`config.mk`:
```
export PLATFORM = sky130hd
export DESIGN_NAME = lif_scheduler
export DESIGN_NICKNAME = d
export VERILOG_FILES = /design/src/rtl/lif_scheduler.sv
export SDC_FILE = /design/constraint.sdc
export NUM_CORES = 1
export LEC_CHECK = 0
export ABC_AREA = 1
export CORE_MARGIN = 4
export CORE_UTILIZATION = 45
export DETAILED_ROUTE_END_ITERATION = 12
export MAX_ROUTING_LAYER = met4
export PLACE_DENSITY = 0.67
export SYNTH_ARGS = -nofsm -noshare
export SYNTH_HDL_FRONTEND = slang
export SYNTH_SLANG_ARGS = --single-unit
```
`constraint.sdc`:
```
create_clock -name clk -period 3.8 [get_ports clk]
set_input_delay 0.76 -clock clk [delete_from_list [all_inputs] [get_ports clk]]
set_output_delay 0.76 -clock clk [all_outputs]
set_load 0.02 [all_outputs]
```
`src/rtl/lif_scheduler.sv`:
```
// Time-multiplexed leaky integrate-and-fire scheduler: events accumulate while idle, a tick sweeps
// every neuron once. Optional build macro LIF_SCHED_REFRACTORY_EN adds a one-sweep refractory period.
module lif_scheduler #(
  parameter int unsigned V_SIZE    = 4,
  parameter int unsigned N_NEURONS = 4,
  parameter int unsigned THRESHOLD = 8,
  parameter int unsigned LEAK      = 1,
  localparam int unsigned AW       = $clog2(N_NEURONS)
) (
  input  logic          clk,
  input  logic          rst,
  input  logic          tick,
  input  logic          in_valid,
  output logic          in_ready,
  input  logic [AW-1:0] in_addr,
  input  logic [V_SIZE:0] in_weight,
  output logic          out_valid,
  input  logic          out_ready,
  output logic [AW-1:0] out_addr,
  output logic          sweep_done,
  output logic          tick_overrun
);

  localparam int unsigned VW = V_SIZE + 1;
  localparam logic [V_SIZE:0] LeakW   = VW'(LEAK);
  localparam logic [V_SIZE:0] ThreshW = VW'(THRESHOLD);
  localparam logic [AW-1:0]   LastIdx = AW'(N_NEURONS - 1);

  typedef enum logic [1:0] {StIdle, StSweep, StHold} state_e;

  state_e            state_q;
  logic [AW-1:0]     idx_q;
  logic [V_SIZE-1:0] v_q   [N_NEURONS];
  logic [V_SIZE:0]   acc_q [N_NEURONS];
  logic              sweep_done_q;
  logic              tick_overrun_q;
`ifdef LIF_SCHED_REFRACTORY_EN
  logic [N_NEURONS-1:0] fired_q;
`endif

  logic            addr_ok;
  logic [V_SIZE:0] ev_sum, ev_clip;
  logic [V_SIZE:0] cur_acc, s, d, r;
  logic            fire, commit;

  // Event accumulation: clip to all-ones on any overflow indication.
  always_comb begin
    addr_ok = (32'(in_addr) < N_NEURONS);
    ev_sum  = acc_q[in_addr] + in_weight;
    ev_clip = (acc_q[in_addr][V_SIZE] || in_weight[V_SIZE] || ev_sum[V_SIZE]) ? '1 : ev_sum;
  end

  // Neuron update for the current sweep index; stable through HOLD since nothing changes there.
  always_comb begin
    cur_acc = acc_q[idx_q];
`ifdef LIF_SCHED_REFRACTORY_EN
    if (fired_q[idx_q]) cur_acc = '0;
`endif
    s = {1'b0, v_q[idx_q]} + cur_acc;
    d = s - LeakW;
    if (cur_acc[V_SIZE])  r = '1;
    else if (s > LeakW)   r = d[V_SIZE] ? '1 : d;
    else                  r = '0;
    fire   = (r >= ThreshW);
    commit = ((state_q == StSweep) && (!fire || out_ready)) ||
             ((state_q == StHold) && out_ready);
  end

  assign in_ready     = (state_q == StIdle);
  assign out_valid    = (state_q != StIdle) && fire;
  assign out_addr     = out_valid ? idx_q : '0;
  assign sweep_done   = sweep_done_q;
  assign tick_overrun = tick_overrun_q;

  always_ff @(posedge clk or posedge rst) begin
    if (rst) begin
      state_q        <= StIdle;
      idx_q          <= '0;
      sweep_done_q   <= 1'b0;
      tick_overrun_q <= 1'b0;
      for (int i = 0; i < int'(N_NEURONS); i++) begin
        v_q[i]   <= '0;
        acc_q[i] <= '0;
      end
`ifdef LIF_SCHED_REFRACTORY_EN
      fired_q <= '0;
`endif
    end else begin
      sweep_done_q <= 1'b0;
      unique case (state_q)
        StIdle: begin
          if (in_valid && addr_ok) acc_q[in_addr] <= ev_clip;
          if (tick) begin
            state_q <= StSweep;
            idx_q   <= '0;
          end
        end
        StSweep, StHold: begin
          if (tick) tick_overrun_q <= 1'b1;
          if (commit) begin
            v_q[idx_q]   <= fire ? '0 : r[V_SIZE-1:0];
            acc_q[idx_q] <= '0;
`ifdef LIF_SCHED_REFRACTORY_EN
            fired_q[idx_q] <= fire;
`endif
            if (idx_q == LastIdx) begin
              state_q      <= StIdle;
              sweep_done_q <= 1'b1;
            end else begin
              state_q <= StSweep;
              idx_q   <= idx_q + AW'(1);
            end
          end else begin
            state_q <= StHold;
          end
        end
        default: state_q <= StIdle;
      endcase
    end
  end

endmodule

```
Yosys cells after proc, flatten, opt, wreduce, memory -nomap -nowiden
Index checks and enable logic that the tools add are counted.
{"block": "op_classes", "addsub": 4, "n_lt_le_gt_ge": 6, "eq_ne": 7, "muxes": 37, "n_bitwise": 4, "n_reduce_logical": 18}
{"cell": "$mux 5", "count": 10}
{"cell": "$mux 20", "count": 2}
{"cell": "$pmux 20 s2", "count": 1}
{"cell": "$and 20x20->20", "count": 1}
{"cell": "$bmux 5 s2", "count": 2}
{"cell": "$bwmux 20", "count": 1}
{"cell": "$demux 5 s2", "count": 2}
{"cell": "$not 20->20", "count": 1}
{"cell": "$bwmux 16", "count": 1}
{"cell": "$mux 4", "count": 4}
{"cell": "$mux 2", "count": 6}
{"cell": "$bmux 4 s2", "count": 1}
{"cell": "$demux 4 s2", "count": 1}
{"cell": "$ne 2x2->1 const B", "count": 4}
{"cell": "$pmux 2 s2", "count": 2}
{"cell": "$ge 3x3->1 const B", "count": 2}
{"cell": "$lt 3x1->1 const B", "count": 2}
{"cell": "$not 2->3", "count": 2}
{"cell": "$add 4x5->5", "count": 1}
{"cell": "$add 5x5->5", "count": 1}
{"cell": "$ge 5x4->1 const B", "count": 1}
{"cell": "$gt 5x1->1 const B", "count": 1}
{"cell": "$logic_and 1x1->1", "count": 5}
{"cell": "$sub 5x1->5 const B", "count": 1}
{"cell": "12 further kinds", "count": 21}
{"block": "word_totals", "reg_bits": 42, "elab_cells": 88}

Longest topological paths before layout
Gate-level depths: netlist of the first run.
{"block": "logic_depth", "ltp_word": 16, "ltp_mapped": 24, "ltp_nobuf": 22}

Worst setup path after synthesis of the first run
Ideal clock, no wire load.
{"block": "synth_path", "path_kind": "register -> output", "start": "register idx_q[0]", "end": "output port out_addr[0]", "arrival_time_ns": 3.011, "setup_slack_ns": 0.029, "stages_incl_launch_ff": 19, "cell_sequence": "dfrtp_1 > clkbuf_1 > clkbuf_1 > nor2_1 > o22ai_1 > ha_1 > inv_1 > fa_1 > ha_1 > inv_1 > nor2_2 > nand3_1 > inv_1 > nand2_2 > nand3_2 > nand2_2 > nand2_2 > nand2_1 > nor2_1"}
{"block": "synth_between", "elab_chain_cells": 12, "word_cells_on_any_way": 16, "cone_classes": "2 x add/sub; 2 x order compare; 10 x mux; 1 x bitwise; 1 x reduce/logical"}
{"item": "start, declared", "line": "32", "text": "logic [AW-1:0] idx_q;"}
{"item": "start signal, assigned", "line": "111", "text": "idx_q <= idx_q + AW'(1);"}
{"item": "$not 2->3 (not written as such)", "line": "55, 59"}
{"item": "$bmux 4 s2 or $bmux 5 s2 (tied branches)", "line": "59, 55"}
{"item": "$mux 4 (not written as such) or $mux 5 (tied branches) (2 in a row)", "line": "59, 55"}
{"item": "$add 4x5->5", "line": "59", "text": "s = {1'b0, v_q[idx_q]} + cur_acc;"}
{"item": "$sub 5x1->5", "line": "60", "text": "d = s - LeakW;"}
{"item": "$mux 5 (2 in a row)", "line": "62", "text": "else if (s > LeakW) r = d[V_SIZE] ? '1 : d;"}
{"item": "$mux 5", "line": "61", "text": "if (cur_acc[V_SIZE]) r = '1;"}
{"item": "$ge 5x4->1", "line": "64", "text": "fire = (r >= ThreshW);"}
{"item": "$logic_and 1x1->1", "line": "70", "text": "assign out_valid = (state_q != StIdle) && fire;"}
{"item": "$mux 2 (*)", "line": "71", "text": "assign out_addr = out_valid ? idx_q : '0;"}
{"item": "end, declared", "line": "19", "text": "output logic [AW-1:0] out_addr,"}
Mark *: on every way between the ends. The rest lies on a longest branch, timed or not. The select of a mux whose other input is x is not followed.

Final worst setup path of the first run
{"block": "layout_path", "start": "register idx_q[0]", "end": "output port out_addr[1]"}
{"block": "layout_between", "elab_chain_cells": 12, "word_cells_on_any_way": 16, "cone_classes": "2 x add/sub; 2 x order compare; 10 x mux; 1 x bitwise; 1 x reduce/logical"}
{"item": "$not 2->3 (not written as such) (*)", "line": "55, 59"}
{"item": "$bmux 4 s2 or $bmux 5 s2 (tied branches)", "line": "59, 55"}
{"item": "$mux 4 (not written as such) or $mux 5 (tied branches) (2 in a row)", "line": "59, 55"}
{"item": "$add 4x5->5", "line": "59"}
{"item": "$sub 5x1->5", "line": "60"}
{"item": "$mux 5 (2 in a row)", "line": "62"}
{"item": "$mux 5 (*)", "line": "61"}
{"item": "$ge 5x4->1 (*)", "line": "64"}
{"item": "$logic_and 1x1->1 (*)", "line": "70"}
{"item": "$mux 2 (*)", "line": "71"}
Marks and branches as above.

==> results.cfg, run 1 <==
[run_status]
outcome = completed

[worst_setup_path]
timing.critical_path.to_type = output pin
critPathMaxFanout = 5
timing.critical_path.to = out_addr[1]
regToRegEndpoint = acc_q[7]$_DFFE_PP0P_
timing.critical_path.depth = 18
reg2reg_setup_slack_ns = 0.36
crit_required_ns = 3.04
timing.reg2reg.worst_path_depth = 26
timing.critical_path.arrival_ns = 3.00
startpoint_type = flop
worstPathCellList = buf_6 -> o21ai_1 -> o22ai_2 -> ha_2 -> inv_2 -> fa_1 -> ha_2 -> inv_2 -> nor2_4 -> nand3_2 -> inv_2 -> nand2_2 -> nand3_2 -> nand2_2 -> nand2_4 -> nand2_4 -> nor2_4 -> buf_6
crit_slowest_cell = fa_1
crit_path_frequent_cell = inv_2
path_class = flop to output pin
crit_start = idx_q[0]$_DFFE_PP0P_
worst_path_buf_inv = 5
critPathTopFamily = adder cells
r2r-start = idx_q[0]$_DFFE_PP0P_
worst_path_largest_cell_delay_ns = 0.52

[timing]
relSlewSlack_pct = 69.75
endpoints_failing_setup = 0
final_max_slew_viol_count = 0
fmaxAchievable_mhz = 266.1
hold_viol_final = 0
period_share_pct = 98.90
finalClockSkew_ns = 0.009236
period_minus_slack_ns = 3.758
worst_slew_pin_slew_ns = 0.4516
fin_worst_hold_slack_ns = 0.4714
grt_setup_unrepaired = yes

[logic_synthesis]
ys_seq_elements = 42
number_of_distinct_library_cells_after_synthesis = 37
syn_avg_cell_area_um2 = 7.287
sequential_cell_area_fraction_in_the_yosys_report_pct = 33.47
postSynthCellCount = 431
yosysWarningCount = 0
synth_fp_nets = 464
post_syn_area_um2 = 3141

[final_layout]
n_fill_cell = 609
share_of_post_route_cells_with_drive_strength_above_1_pct = 22.70
layout-area-overhead-vs-synth_pct = 25.46
multiInputGateArea_um2 = 1911
antennaDiodeCount = 0
nNetsFinal = 521
regArea_um2 = 1054
mostFrequentLayoutCells = nand2_1, inv_1, nand3_1, buf_4, dfrtp_1
layout.cells.most_common = nand2_1

[placed_design]
post_detail_place_hpwl_um = 6362
globalplace.congestion = 0.8752
port_buffers = 17

[cts]
clk_transition_reported_paths_ns = 0.09
ctsHoldBuffers = 0
clockBufferDepth = 2
cts.htree.levels = 2
tritoncts.num_buffers = 5
tritoncts_num_sinks = 42
clockRootBuffer = clkbuf_8
clock_latency_ns = 0.30
cts_tree = done

[floorplanning]
floorplan.initialDensity_pct = 46.22
fp.dieH_um = 91.54
design.die.area_um2 = 8380
io_pins = 18
chip_width_um = 91.54
count_of_standard_cell_rows = 30
floorplan.core_area_um2 = 6794

[detailed_routing]
final_antenna_net_count = 0
drtPass1Iterations = 5
drtIter0Drc = 275
remaining_routing_drc_violations = 0
route.detailed.wl_per_inst_um = 14.28
dr_total_vias = 3118
detail_route.vias_per_cell = 5.330
routed_wirelength_um = 8354

[global_routing]
gr-usage-all-layers_pct = 21.10
globalRouteOverflowTotal = 0
antenna_violations_before_repair = 0
first_global_vias = 2826
largest_net_degree_at_the_start_of_global_routing = 21
global_route_wire_length_before_repair_um = 13770

[job]
maxCapViolCount = 0

[hold_path]
hold_path.class = flop to flop
==> synthesized netlist by cell type <==
cell	number	area, µm²
nand2_1	112	420.4
inv_1	53	198.9
nand3_1	44	220.2
dfrtp_1	42	1051
nor2_1	33	123.9
o21ai_0	24	120.1
ha_1	19	237.7
o21ai_1	15	75.07
o32ai_1	9	78.83
a21oi_1	8	40.04
clkbuf_1	8	30.03
o22ai_1	8	50.05
inv_2	7	26.28
nand2_2	7	43.79
a22oi_1	4	30.03
nand2_4	3	33.78
nand2_8	3	60.06
nand3_2	3	30.03
nor2_2	3	18.77
a21o_1	2	15.01
a31oi_1	2	12.51
a32oi_1	2	17.52
clkbuf_2	2	10.01
fa_1	2	40.04
o21a_1	2	15.01
o221ai_1	2	17.52
or2_2	2	12.51
a221oi_1	1	8.760
buf_12	1	20.02
clkinv_1	1	3.750
nand3_4	1	17.52
nand4_1	1	6.260
nor2_4	1	11.26
nor2_8	1	20.02
o21bai_1	1	7.510
o31ai_1	1	7.510
xor2_1	1	8.760
==> per-stage QoR <==
step           std cells  setup TNS, ns  util (%)  instance area [µm²]  worst slack (ns)
2_1_floorplan        431              0         -                 3141           0.02894
3_3_place_gp         562        -0.1963     52.85                 3591          -0.08135
3_5_place_dp         562        -0.4755     52.85                 3591           -0.1807
4_1_cts              576      -0.006414     55.19                 3750         -0.006414
5_1_grt              585        -0.3799     57.99                 3940           -0.1376
6_report             585              0     57.99                 3940           0.04170
==> how the worst min path moves through the flow <==
stage | from | endpoint | slack, ns | cells past startpoint
6_report | tick_overrun$_DFFE_PP0P_ | tick_overrun$_DFFE_PP0P_ | 0.47 | 1
5_1_grt | tick_overrun$_DFFE_PP0P_ | tick_overrun$_DFFE_PP0P_ | 0.51 | 1
4_1_cts | tick_overrun$_DFFE_PP0P_ | tick_overrun$_DFFE_PP0P_ | 0.47 | 1
3_5_place_dp | tick_overrun$_DFFE_PP0P_ | tick_overrun$_DFFE_PP0P_ | 0.45 | 1
3_3_place_gp | tick_overrun$_DFFE_PP0P_ | tick_overrun$_DFFE_PP0P_ | 0.44 | 1
2_1_floorplan | v_q[15]$_DFFE_PP0P_ | v_q[15]$_DFFE_PP0P_ | 0.44 | 2
==> timing repair <==
item	4_1_cts	5_1_grt
setup endpoints to repair	3	21
resized for setup	17	38
pin swaps	2	14
buffers inserted	6	9
gates cloned	0	0
==> flip-flops by register name, indices dropped and copies added (netlist names) <==
name          cells
sweep_done        1
acc_q            20
idx_q             2
v_q              16
state_q           2
tick_overrun      1
==> worst reg2reg max path, stage by stage, from the launching register on <==
cell,delay (ns)
dfrtp_2,0.48
buf_6,0.16
a21oi_2,0.12
a32oi_2,0.07
buf_4,0.15
buf_4,0.12
buf_4,0.12
buf_4,0.12
buf_4,0.13
ha_4,0.25
nand2_1,0.05
nand2_1,0.08
nand3_2,0.10
nand2_2,0.10
nand2_1,0.05
nand2_1,0.06
nand3_2,0.08
nand2_2,0.09
nand2_4,0.07
buf_4,0.15
nand2_2,0.08
nand3_4,0.19
buf_4,0.25
nand2_8,0.08
nand2_4,0.07
nand2_1,0.07
nand2_1,0.05
==> routing by layer <==
| layer | vias to the layer above | global-route usage [%] | wire length (µm) |
|---|---|---|---|
| met1 | 1447 | 29.00 | 3833 |
| li1 | 1542 | - | - |
| met4 | 0 | 6.407 | 118 |
| met3 | 13 | 2.817 | 564 |
| met2 | 116 | 32.38 | 3838 |
| met5 | - | - | 0 |
==> cell families after synthesis <==
kind of cell	Yosys count	share of synthesized area, %
adders and majority gates	21	8.845
and+or+nand+nor	214	32.43
AOI/OAI and AO/OA	81	15.78
DFF	42	33.47
xor gates and xnor gates	1	0.2789
buffers and inverters	72	9.203
==> area by class of cell <==
type | instances | share of cell area [%]
inverters | 61 | 6.002
well taps | 96 | 3.049
multi-input cells | 317 | 48.49
clock buffers | 6 | 1.842
flip-flops and latches | 42 | 26.74
repair buffers | 61 | 12.92
clock inverters | 2 | 0.9527
Power of run 1 is left out: the tool's default activity adds up to more than one toggle a clock period on the data nets, which glitch-free logic cannot reach.
==> run 2: changes to the inputs <==
PLACE_DENSITY = unset   (was 0.67)
==> results.cfg, run 2 (synthesis results as in run 1) <==
[final_layout]
largest_register_ffs = 20
n_fill_cell = 625
layout-area-overhead-vs-synth_pct = 27.09
nNetsFinal = 525
mostFrequentLayoutCells = nand2_1, inv_1, buf_4, nand3_1, dfrtp_1
layout.cells.most_common = nand2_1
multiInputGateArea_um2 = 1904
regArea_um2 = 1054
reg.largest.list = acc_q x20, v_q x16
antennaDiodeCount = 0
largest_register = acc_q
share_of_post_route_cells_with_drive_strength_above_1_pct = 23.12

[cts]
clockRootBuffer = clkbuf_8
clockBufferDepth = 2
clock_latency_ns = 0.30
clk_transition_reported_paths_ns = 0.09
tritoncts.num_buffers = 5
cts_tree = done
ctsHoldBuffers = 0
cts.htree.levels = 2
tritoncts_num_sinks = 42

[detailed_routing]
highest_layer = met4
dr_total_vias = 3106
dr_wl_met3_um = 463
met2WireLength_um = 4214
final_antenna_net_count = 0
remaining_routing_drc_violations = 0
routed_wirelength_um = 8989
route.detailed.wl_per_inst_um = 15.26
detail_route.vias_per_cell = 5.273
wl_met1_um = 4188
drtIter0Drc = 217
drtPass1Iterations = 4

[timing]
worst_slew_pin_slew_ns = 0.9368
grt_setup_unrepaired = yes
hold_viol_final = 0
final_max_slew_viol_count = 0
period_minus_slack_ns = 3.759
post-route-worst-setup-slack_ns = 0.04051
endpoints_failing_setup = 0
period_share_pct = 98.93
finalClockSkew_ns = 0.003985
fmaxAchievable_mhz = 266.0
relSlewSlack_pct = 37.16

[worst_setup_path]
critPathMaxFanout = 5
crit_path_frequent_cell = inv_2
path_class = flop to output pin
regToRegEndpoint = v_q[12]$_DFFE_PP0P_
crit_slowest_cell = fa_2
timing.critical_path.to_type = output pin
crit_required_ns = 3.04
crit_start = idx_q[0]$_DFFE_PP0P_
timing.reg2reg.worst_path_depth = 22
reg2reg_setup_slack_ns = 0.39
worstPathCellList = buf_6 -> o21ai_2 -> o22ai_2 -> ha_2 -> inv_2 -> fa_2 -> ha_4 -> inv_2 -> nor2_4 -> nand3_2 -> inv_2 -> nand2_2 -> nand3_2 -> nand2_2 -> nand2_4 -> nand2_4 -> nor2_4 -> buf_6
r2r-start = idx_q[0]$_DFFE_PP0P_
timing.critical_path.arrival_ns = 3.00
timing.critical_path.to = out_addr[0]
startpoint_type = flop
worst_path_largest_cell_delay_ns = 0.58

[global_routing]
global_route_wire_length_before_repair_um = 14840
antenna_violations_before_repair = 0
gr-usage-all-layers_pct = 22.73
first_global_vias = 2963
largest_net_degree_at_the_start_of_global_routing = 27
globalRouteOverflowTotal = 0

[placed_design]
post_detail_place_hpwl_um = 6791
port_buffers = 17
globalplace.congestion = 0.9441
dp_worst_setup_slack_ns = -0.1872

[floorplanning]
count_of_standard_cell_rows = 30
floorplan.core_area_um2 = 6794
io_pins = 18
chip_width_um = 91.54
fp.dieH_um = 91.54
design.die.area_um2 = 8380
floorplan.initialDensity_pct = 46.22

[hold_path]
hold_path.class = flop to flop

[run_status]
outcome = completed

[job]
maxCapViolCount = 0
-- run 2: cell types whose count changed in the layout (fill, tap and decap cells not counted), moves of 2 or more --
cell and change:
a21oi_1 +2, a21oi_2 -2, buf_4 +5, inv_1 -2, nand3_1 +2, nand3_2 -2
nor2_1 +2, nor2_2 -2, o22ai_1 -2, o22ai_2 +2
-- run 2: how the worst min path moves through the flow --
stage | from | endpoint | slack, ns | cells after the start
6_report | tick_overrun$_DFFE_PP0P_ | tick_overrun$_DFFE_PP0P_ | 0.47 | 1
5_1_grt | tick_overrun$_DFFE_PP0P_ | tick_overrun$_DFFE_PP0P_ | 0.50 | 1
4_1_cts | v_q[7]$_DFFE_PP0P_ | v_q[7]$_DFFE_PP0P_ | 0.48 | 2
3_5_place_dp | tick_overrun$_DFFE_PP0P_ | tick_overrun$_DFFE_PP0P_ | 0.46 | 1
3_3_place_gp | tick_overrun$_DFFE_PP0P_ | tick_overrun$_DFFE_PP0P_ | 0.44 | 1
2_1_floorplan | v_q[15]$_DFFE_PP0P_ | v_q[15]$_DFFE_PP0P_ | 0.44 | 2
-- run 2: routing by layer --
layer / vias up / GRT usage [%]
met5: - / -
met4: 0 / 5.025
met2: 94 / 35.24
met3: 17 / 3.231
met1: 1445 / 31.53
li1: 1550 / -
-- run 2: what timing repair did --
item,in CTS,in global routing
gates resized for setup,18,37
pin swaps,0,13
cloned,0,0
setup endpoints to repair,3,3
setup buffers,4,8
-- run 2: cell type report --
| type | instances | share of cell area (%) |
|---|---|---|
| inverters | 61 | 5.862 |
| multi-input cells | 317 | 47.71 |
| clock buffers | 5 | 1.724 |
| flip-flops and latches | 42 | 26.39 |
| repair buffers | 65 | 13.57 |
| clock inverters | 3 | 1.724 |
| well taps | 96 | 3.009 |
-- run 2: critical path: cells and delay by family (launching register included) --
kind / cells / cell delay (ns)
adder cells (fa/ha/maj): 3 / 0.94
buffers and inverters: 5 / 0.40
AO/OA/AOI/OAI: 2 / 0.24
AND/OR/NAND/NOR: 8 / 0.64
flip-flops: 1 / 0.46
-- run 2: through the flow --
step | hold slack (ns) | utilization, % | instance area [µm²] | setup TNS (ns) | std cells
after global routing | 0.4993 | 58.75 | 3991 | -0.3591 | 589
after floorplan | 0.4367 | - | 3141 | 0 | 431
after CTS | 0.4778 | 56.22 | 3820 | -0.008770 | 581
after global placement | 0.4435 | 53.63 | 3643 | -0.2868 | 569
final | 0.4696 | 58.75 | 3991 | 0 | 589
after detailed placement | 0.4555 | 53.63 | 3643 | -0.4970 | 569
Power of run 2 is left out for the same reason.
